===== src/rtl/axis_averager_sequencer.sv =====
// Run controller in front of axis_complex_averager: gates and frame-aligns the input stream,
// holds the averager in reset while idle and counts averaged results for each run.
module axis_averager_sequencer #(
  parameter int AXIS_TDATA_WIDTH = 32,
  parameter int FRAME_LEN_LOG    = 10,
  parameter int RUN_CNT_WIDTH    = 16
) (
  input  logic                        aclk,
  input  logic                        aresetn,
  input  logic [4:0]                  cfg_log_count,
  input  logic [RUN_CNT_WIDTH-1:0]    cfg_num_runs,
  input  logic                        cmd_start,
  input  logic                        cmd_stop,
  input  logic [AXIS_TDATA_WIDTH-1:0] S_AXIS_tdata,
  input  logic                        S_AXIS_tvalid,
  input  logic                        S_AXIS_tlast,
  output logic                        S_AXIS_tready,
  output logic [AXIS_TDATA_WIDTH-1:0] M_AXIS_tdata,
  output logic                        M_AXIS_tvalid,
  input  logic                        M_AXIS_tready,
  input  logic                        mon_tvalid,
  input  logic                        mon_tready,
  input  logic                        mon_tlast,
  output logic                        avg_aresetn,
  output logic [4:0]                  avg_log_count,
  output logic                        busy,
  output logic                        done,
  output logic                        sync_err,
  output logic                        irq,
  output logic [RUN_CNT_WIDTH-1:0]    runs_done
);

  typedef enum logic [2:0] {
    S_IDLE, S_FLUSH, S_SYNC, S_RUN, S_DRAIN
  } state_t;

  localparam logic [FRAME_LEN_LOG-1:0] FRAME_MAX = '1;
  localparam logic [FRAME_LEN_LOG-1:0] FRAME_ONE = FRAME_LEN_LOG'(1);
  localparam logic [RUN_CNT_WIDTH-1:0] RUN_MAX   = '1;
  localparam logic [RUN_CNT_WIDTH-1:0] RUN_ONE   = RUN_CNT_WIDTH'(1);

  state_t                   state_q, state_d;
  logic                     flush_q, flush_d;
  logic [FRAME_LEN_LOG-1:0] frame_q, frame_d;
  logic [RUN_CNT_WIDTH-1:0] runs_q, runs_d;
  logic [RUN_CNT_WIDTH-1:0] num_runs_q, num_runs_d;
  logic [4:0]               log_q, log_d;
  logic                     done_q, done_d;
  logic                     err_q, err_d;
  logic                     irq_q, irq_d;
  logic                     avg_rst_q, avg_rst_d;

  logic                     passing, xfer_in, xfer_mon, at_max;
  logic [RUN_CNT_WIDTH-1:0] runs_inc;

  assign passing  = (state_q == S_RUN) || (state_q == S_DRAIN);
  assign xfer_in  = S_AXIS_tvalid & S_AXIS_tready;
  assign xfer_mon = mon_tvalid & mon_tready & mon_tlast;
  assign at_max   = (frame_q == FRAME_MAX);
  assign runs_inc = (runs_q == RUN_MAX) ? runs_q : runs_q + RUN_ONE;

  // Stream gating is combinational so RUN/DRAIN add no latency to the averager path.
  always_comb begin
    S_AXIS_tready = 1'b0;
    M_AXIS_tvalid = 1'b0;
    case (state_q)
      S_SYNC:         S_AXIS_tready = 1'b1;
      S_RUN, S_DRAIN: begin
        S_AXIS_tready = M_AXIS_tready;
        M_AXIS_tvalid = S_AXIS_tvalid;
      end
      default: ;
    endcase
  end

  assign M_AXIS_tdata = S_AXIS_tdata;

  always_comb begin
    state_d    = state_q;
    flush_d    = flush_q;
    frame_d    = frame_q;
    runs_d     = runs_q;
    num_runs_d = num_runs_q;
    log_d      = log_q;
    done_d     = done_q;
    err_d      = err_q;
    case (state_q)
      S_IDLE: begin
        if (cmd_start && !cmd_stop) begin
          state_d    = S_FLUSH;
          flush_d    = 1'b0;
          log_d      = cfg_log_count;
          num_runs_d = cfg_num_runs;
          done_d     = 1'b0;
          err_d      = 1'b0;
          runs_d     = '0;
        end
      end
      S_FLUSH: begin
        if (cmd_stop)     state_d = S_IDLE;
        else if (flush_q) state_d = S_SYNC;
        else              flush_d = 1'b1;
      end
      S_SYNC: begin
        if (cmd_stop) begin
          state_d = S_IDLE;
        end else if (xfer_in && S_AXIS_tlast) begin
          state_d = S_RUN;
          frame_d = '0;
        end
      end
      S_RUN, S_DRAIN: begin
        if (xfer_in) begin
          frame_d = frame_q + FRAME_ONE;
          if (at_max != S_AXIS_tlast) err_d = 1'b1;
        end
        if (xfer_mon) runs_d = runs_inc;
        if (state_q == S_RUN) begin
          // A result landing with a stop still ends the run as complete.
          if (xfer_mon && (num_runs_q != '0) && (runs_inc == num_runs_q)) begin
            state_d = S_IDLE;
            done_d  = 1'b1;
          end else if (cmd_stop) begin
            state_d = S_DRAIN;
          end
        end else if (xfer_in && at_max) begin
          state_d = S_IDLE;
          done_d  = 1'b1;
        end
      end
      default: state_d = S_IDLE;
    endcase
    irq_d     = passing && (state_d == S_IDLE);
    avg_rst_d = (state_d == S_SYNC) || (state_d == S_RUN) || (state_d == S_DRAIN);
  end

  always_ff @(posedge aclk) begin
    if (!aresetn) begin
      state_q    <= S_IDLE;
      flush_q    <= 1'b0;
      frame_q    <= '0;
      runs_q     <= '0;
      num_runs_q <= '0;
      log_q      <= '0;
      done_q     <= 1'b0;
      err_q      <= 1'b0;
      irq_q      <= 1'b0;
      avg_rst_q  <= 1'b0;
    end else begin
      state_q    <= state_d;
      flush_q    <= flush_d;
      frame_q    <= frame_d;
      runs_q     <= runs_d;
      num_runs_q <= num_runs_d;
      log_q      <= log_d;
      done_q     <= done_d;
      err_q      <= err_d;
      irq_q      <= irq_d;
      avg_rst_q  <= avg_rst_d;
    end
  end

  assign avg_aresetn   = avg_rst_q;
  assign avg_log_count = log_q;
  assign busy          = (state_q != S_IDLE);
  assign done          = done_q;
  assign sync_err      = err_q;
  assign irq           = irq_q;
  assign runs_done     = runs_q;

endmodule


===== config.mk =====
export PLATFORM = sky130hd
export DESIGN_NAME = axis_averager_sequencer
export DESIGN_NICKNAME = d
export VERILOG_FILES = /design/src/rtl/axis_averager_sequencer.sv
export SDC_FILE = /design/constraint.sdc
export NUM_CORES = 1
export LEC_CHECK = 0
export BUFFER_PORTS_ARGS = -buffer_cell sky130_fd_sc_hd__buf_2
export CORE_MARGIN = 1.5
export CORE_UTILIZATION = 40
export CTS_CLUSTER_SIZE = 20
export DETAILED_ROUTE_END_ITERATION = 16
export PLACE_DENSITY = 0.65
export SYNTH_ARGS = -nofsm -noshare
export SYNTH_HDL_FRONTEND = slang
export SYNTH_SLANG_ARGS = --single-unit

===== constraint.sdc =====
create_clock -name aclk -period 8.87 [get_ports aclk]
set_input_delay 0.887 -clock aclk [delete_from_list [all_inputs] [get_ports aclk]]
set_output_delay 0.887 -clock aclk [all_outputs]
set_load 0.02 [all_outputs]

Word-level counts from Yosys, hierarchy flattened
Cells that the tools add are included.
{ "word_totals": {"regBits": 55, "out_inout_bits": 60, "wordCells": 89} }
{ "op_classes": {"addsub": 2, "n_eq_ne": 20, "mux": 30, "n_bitwise": 3, "reduce_logical": 24} }
{ "ops": {"columns": ["cell", "n"], "rows": [
  ["16-bit 2-to-1 mux", 3],
  ["16-bit one-hot mux with 2 select lines", 1],
  ["10-bit 2-to-1 mux", 3],
  ["3-bit 2-to-1 mux", 9],
  ["10-bit one-hot mux with 2 select lines", 1],
  ["16-bit by 1-bit adder with 16-bit output, second input constant", 1],
  ["16-bit == test", 1],
  ["16-bit == test, second input constant", 1],
  ["16-bit nonzero test", 1],
  ["2-bit != test, second input constant", 7],
  ["3-bit by 2-bit == test with 1-bit output, second input constant", 4],
  ["3-bit one-hot mux with 4 select lines", 1],
  ["4-bit AND reduction", 3],
  ["10-bit by 1-bit adder with 10-bit output, second input constant", 1],
  ["10-bit == test, second input constant", 1],
  ["1-bit 2-to-1 mux", 8],
  ["1-bit one-hot mux with 2 select lines", 4],
  ["3-bit == test, second input constant", 2],
  ["1-bit logical AND", 6],
  ["3-bit zero test", 2],
  ["3-bit != test, second input constant", 2],
  ["3-bit AND reduction", 2],
  ["2-bit nonzero test", 3],
  ["1-bit AND", 3],
  ["other kinds (7)", 9]
]} }

Depth between registers and ports, before layout
{ "logic_depth": {"word_depth": 11, "mapped_depth": 11, "mapped_depth_nobuf": 9} }

Least setup slack after synthesis
Ideal clock, no wire load.
{ "synth_path": {"path_type": "register to register", "from": "register runs_q[0], in the netlist runs_done[0]", "to": "register avg_rst_q, in the netlist avg_aresetn", "setup_time_ns": 0.116, "t_arrival_ns": 3.184, "required_time_ns": 8.754, "setup_slack_ns": 5.571, "stages_incl_launch_ff": 12, "n_path_buf": 2, "period_less_slack_ns": 3.299, "path_cell_list": "dfxtp_1 ha_1 buf_2 and4_1 buf_2 nand4_1 or2_2 mux2i_1 a2111o_1 or4_4 a32o_1 a31o_1"} }
{ "synth_between": {"elab_chain_cells": 10, "word_cells_on_any_way": 13, "classes_between": "1 x add/sub; 5 x eq/ne; 4 x mux; 3 x reduce/logical"} }
{ "synth_rtl": {"columns": ["element", "line", "text"], "rows": [
  ["start, declared", "45", "logic [RUN_CNT_WIDTH-1:0] runs_q, runs_d;"],
  ["start signal, assigned", "153", "runs_q <= runs_d;"],
  ["16-bit by 1-bit adder with 16-bit output or 16-bit == test (tied branches)", "60", "assign runs_inc = (runs_q == RUN_MAX) ? runs_q : runs_q + RUN_ONE;"],
  ["16-bit 2-to-1 mux (*)", "60", null],
  ["16-bit == test (*)", "120", "if (xfer_mon && (num_runs_q != '0) && (runs_inc == num_runs_q)) begin"],
  ["1-bit logical AND (*)", "120", null],
  ["3-bit 2-to-1 mux (*)", "120", null],
  ["3-bit 2-to-1 mux (*)", "118", "if (state_q == S_RUN) begin"],
  ["3-bit one-hot mux with 4 select lines (*)", "87", "case (state_q)"],
  ["3-bit by 2-bit == test with 1-bit output", "134", "avg_rst_d = (state_d == S_SYNC) || (state_d == S_RUN) || (state_d == S_DRAIN);"],
  ["1-bit logical OR", "134", null],
  ["1-bit logical OR (*)", "134", null],
  ["end signal, assigned", "159", "avg_rst_q <= avg_rst_d;"],
  ["end, declared", "51", "logic avg_rst_q, avg_rst_d;"]
]} }
Mark *: on every way between the ends. The rest lies on a longest branch, timed or not.
A chain may end at the register's enable or synchronous reset.

Worst setup path after layout
Same ends and word-level chain as after synthesis.

==> metrics.yaml <==
outcome:
  outcome: "complete, no violations"
drt:
  drt_first_iter_violations: 274
  avgRoutedWirePerCell_um: 16.0
  detail-route-antenna-nets: 0
  vias: 3228
  via_per_inst: 5.71
  drtPass1Iterations: 5
  detail_route.drc_violations: 0
  routed_wirelength_um: 9050
global_routing:
  gr-usage-met2_pct: 32.3
  busiest_layer_in_global_routing: "met2"
  grt_pass1_vias: 2874
  gr_util_met1_pct: 28.0
  grt_first_pass_wirelength_um: 14500
  met3_usage_pct: 4.11
  grt_antenna_before_repair: 0
  globalRoute.totalOverflow: 0
  grt_use_total_pct: 20.7
  maximum_number_of_pins_on_one_net_before_global_route_repair: 29
place:
  detailed_place_hpwl_um: 6680
  post-place-cells: 557
  routability_cong: 1.02
  portBuffers: 58
timing:
  fin_skew_ps: 12.5
  achievable-frequency_mhz: 247
  finalWorstPathRequiredPeriod_ps: 4050
  slew_viol_final: 0
  finalCritPeriodShare_pct: 45.6
  relSlewSlack_pct: 24.9
  number_of_setup_violations_in_the_final_report: 0
  tns_ps: 0
  grt_setup_unrepaired: "no"
  final_hold_viol_count: 0
  worst-slew-pin-transition_ps: 1120
setup_path:
  crit_path_end_kind: "register"
  arrival_ps: 4260
  crit_path_start_kind: "register"
  crit_path_start: "runs_done[0]"
  required_ps: 9080
  worst-setup-path-type: "register to register"
  timing.rr.start: "runs_done[0]"
  worst-path-max-fanout: 15
pwr:
  design_power_total_uw: 446
  total_leakage_power_nw: 1.39
  vdd.ir_drop.worst_mv: 0.0728
  power.density_nw_per_um2: 126
synth:
  yosysTopAreaCell: "sky130_fd_sc_hd__dfxtp_1"
  yosys_warnings: 0
  synthCells: 451
  avgSynthCellArea_um2: 7.47
  flop_and_latch_count_out_of_synthesis: 55
  nets_in_the_synthesized_netlist: 516
  async_flop_share_pct: 0
  mappedNetlistArea_um2: 3370
  ys.flop_type: "sky130_fd_sc_hd__dfxtp_1"
  ys_seq_area_share_pct: 32.7
  yosysMostFrequentCell: "sky130_fd_sc_hd__nand2_1"
  synth_common_cells: "sky130_fd_sc_hd__nand2_1, sky130_fd_sc_hd__dfxtp_1, sky130_fd_sc_hd__a21oi_1"
  synth_area_leaders: "sky130_fd_sc_hd__dfxtp_1, sky130_fd_sc_hd__nand2_1, sky130_fd_sc_hd__a21oi_1"
  synth.distinct_cells: 54
  yosys.area.top_type_share_pct: 32.7
  synth_enable_flop_cells: 0
worst_hold_path:
  hold_path_start: "avg_log_count[2]"
  min_path_type: "register to register"
layout:
  finish.utilization_pct: 43.3
  layout-area-overhead-vs-synth_pct: 5.09
  layout_cells_sized_above_1_pct: 16.5
  nNetsFinal: 524
  fill_cells: 883
  antenna-diode-count: 0
  finish.cell_count_without_fillers: 565
cts:
  cts_made_buffers: 5
  cts-htree-levels: 2
  numClockSinks: 55
  number_of_gates_given_a_new_drive_strength_after_cts: 0
  clockBufferDepth: 2
  worst_setup_hold_path_clk_slew_ps: 110
  postCtsSetupRepairBufs: 0
  source_to_sink_clock_delay_at_the_later_pin_of_the_worst_skew_pair_ps: 320
  clock-root-buffer: "sky130_fd_sc_hd__clkbuf_8"
  tritoncts: "done"
  ctsHoldBuffers: 0
floorplanning:
  floorplan.die_area_um2: 8980
  fp.coreArea_um2: 8180
  floorplan.io_pins: 123
  core.rowCount: 33
  die_x_um: 94.8
  initial_core_util_pct: 41.2
  die_y_um: 94.8
run:
  maxCapViolations: 0
-- registers in the layout, indices dropped and copies added, names as in the netlist --
signal,count
avg_log_count,5
done,1
avg_aresetn,1
num_runs_q,16
frame_q,10
runs_done,16
sync_err,1
irq,1
flush_q,1
state_q,3
-- cells in the final DEF, fill, tap and decap left out, types with 3 or more instances in the layout --
cell	instances
sky130_fd_sc_hd__or3_1	7
sky130_fd_sc_hd__xor2_1	14
sky130_fd_sc_hd__a41oi_1	3
sky130_fd_sc_hd__nand4_1	11
sky130_fd_sc_hd__o21ai_0	22
sky130_fd_sc_hd__nor4_1	9
sky130_fd_sc_hd__and3_1	9
sky130_fd_sc_hd__nor2b_1	5
sky130_fd_sc_hd__and4_1	5
sky130_fd_sc_hd__nand3_1	20
sky130_fd_sc_hd__dfxtp_1	55
sky130_fd_sc_hd__a22oi_1	3
sky130_fd_sc_hd__a21oi_1	49
sky130_fd_sc_hd__nor2_1	35
sky130_fd_sc_hd__nand2b_1	6
sky130_fd_sc_hd__buf_2	58
sky130_fd_sc_hd__inv_1	4
sky130_fd_sc_hd__xnor2_1	10
sky130_fd_sc_hd__buf_4	3
sky130_fd_sc_hd__nor3_1	10
sky130_fd_sc_hd__a31oi_1	6
sky130_fd_sc_hd__clkbuf_8	5
sky130_fd_sc_hd__nand2_1	69
-- worst max-delay path: stages (launching register included) --
cell	delay, ps
sky130_fd_sc_hd__dfxtp_1	520
sky130_fd_sc_hd__ha_1	460
sky130_fd_sc_hd__nand4_1	270
sky130_fd_sc_hd__nor4_2	900
sky130_fd_sc_hd__o21ai_0	240
sky130_fd_sc_hd__a221oi_1	340
sky130_fd_sc_hd__nand4_1	180
sky130_fd_sc_hd__or4_4	540
sky130_fd_sc_hd__a32o_1	290
sky130_fd_sc_hd__a31o_1	210
-- layout make-up --
class | count | area [um2] | share of cell area (%)
Clock buffer | 5 | 68.8 | 1.94
Timing Repair Buffer | 61 | 313 | 8.84
Sequential cell | 55 | 1100 | 31.1
Tap cell | 105 | 131 | 3.71
Multi-Input combinational cell | 332 | 1890 | 53.4
Clock inverter | 3 | 18.8 | 0.530
Inverter | 4 | 15.0 | 0.424
-- through the flow --
stage / hold WS [ps] / worst slack, ps / area (um2)
floorplan: 449 / 5570 / 3370
global placement: 440 / 5090 / 3450
detailed placement: 447 / 4900 / 3450
CTS: 462 / 4900 / 3540
global route: 478 / 4510 / 3540
finish: 458 / 4820 / 3540
-- report_power, final --
part / internal [mW] / switching, mW / total (mW)
Sequential: 0.252 / 0.00617 / 0.258
Combinational: 0.0186 / 0.0260 / 0.0446
Clock: 0.0559 / 0.0878 / 0.144
-- logic make-up after synthesis --
| family | after synthesis | synth area share [%] |
|---|---|---|
| XOR/XNOR | 24 | 6.24 |
| buffers and inverters | 64 | 11.1 |
| AO/OA/AOI/OAI | 102 | 18.1 |
| adder cells (fa/ha/maj) | 2 | 0.743 |
| flip-flops | 55 | 32.7 |
| multiplexers | 2 | 0.594 |
| AND/OR/NAND/NOR | 202 | 30.5 |
-- layer usage --
layer | wire length [um] | up-vias
met5 | 0 | -
met4 | 207 | 0
met3 | 756 | 26
met2 | 4040 | 147
met1 | 4040 | 1466
li1 | - | 1589
-- final timing paths --
path	end	slack, ps	depth (start not counted)
worst min register to register	avg_log_count[2]	460	2
worst max register to register	avg_aresetn	4820	9
worst max-delay path	avg_aresetn	4820	9
worst min-delay path	avg_log_count[2]	460	2
(Power assumes the default switching activity.)
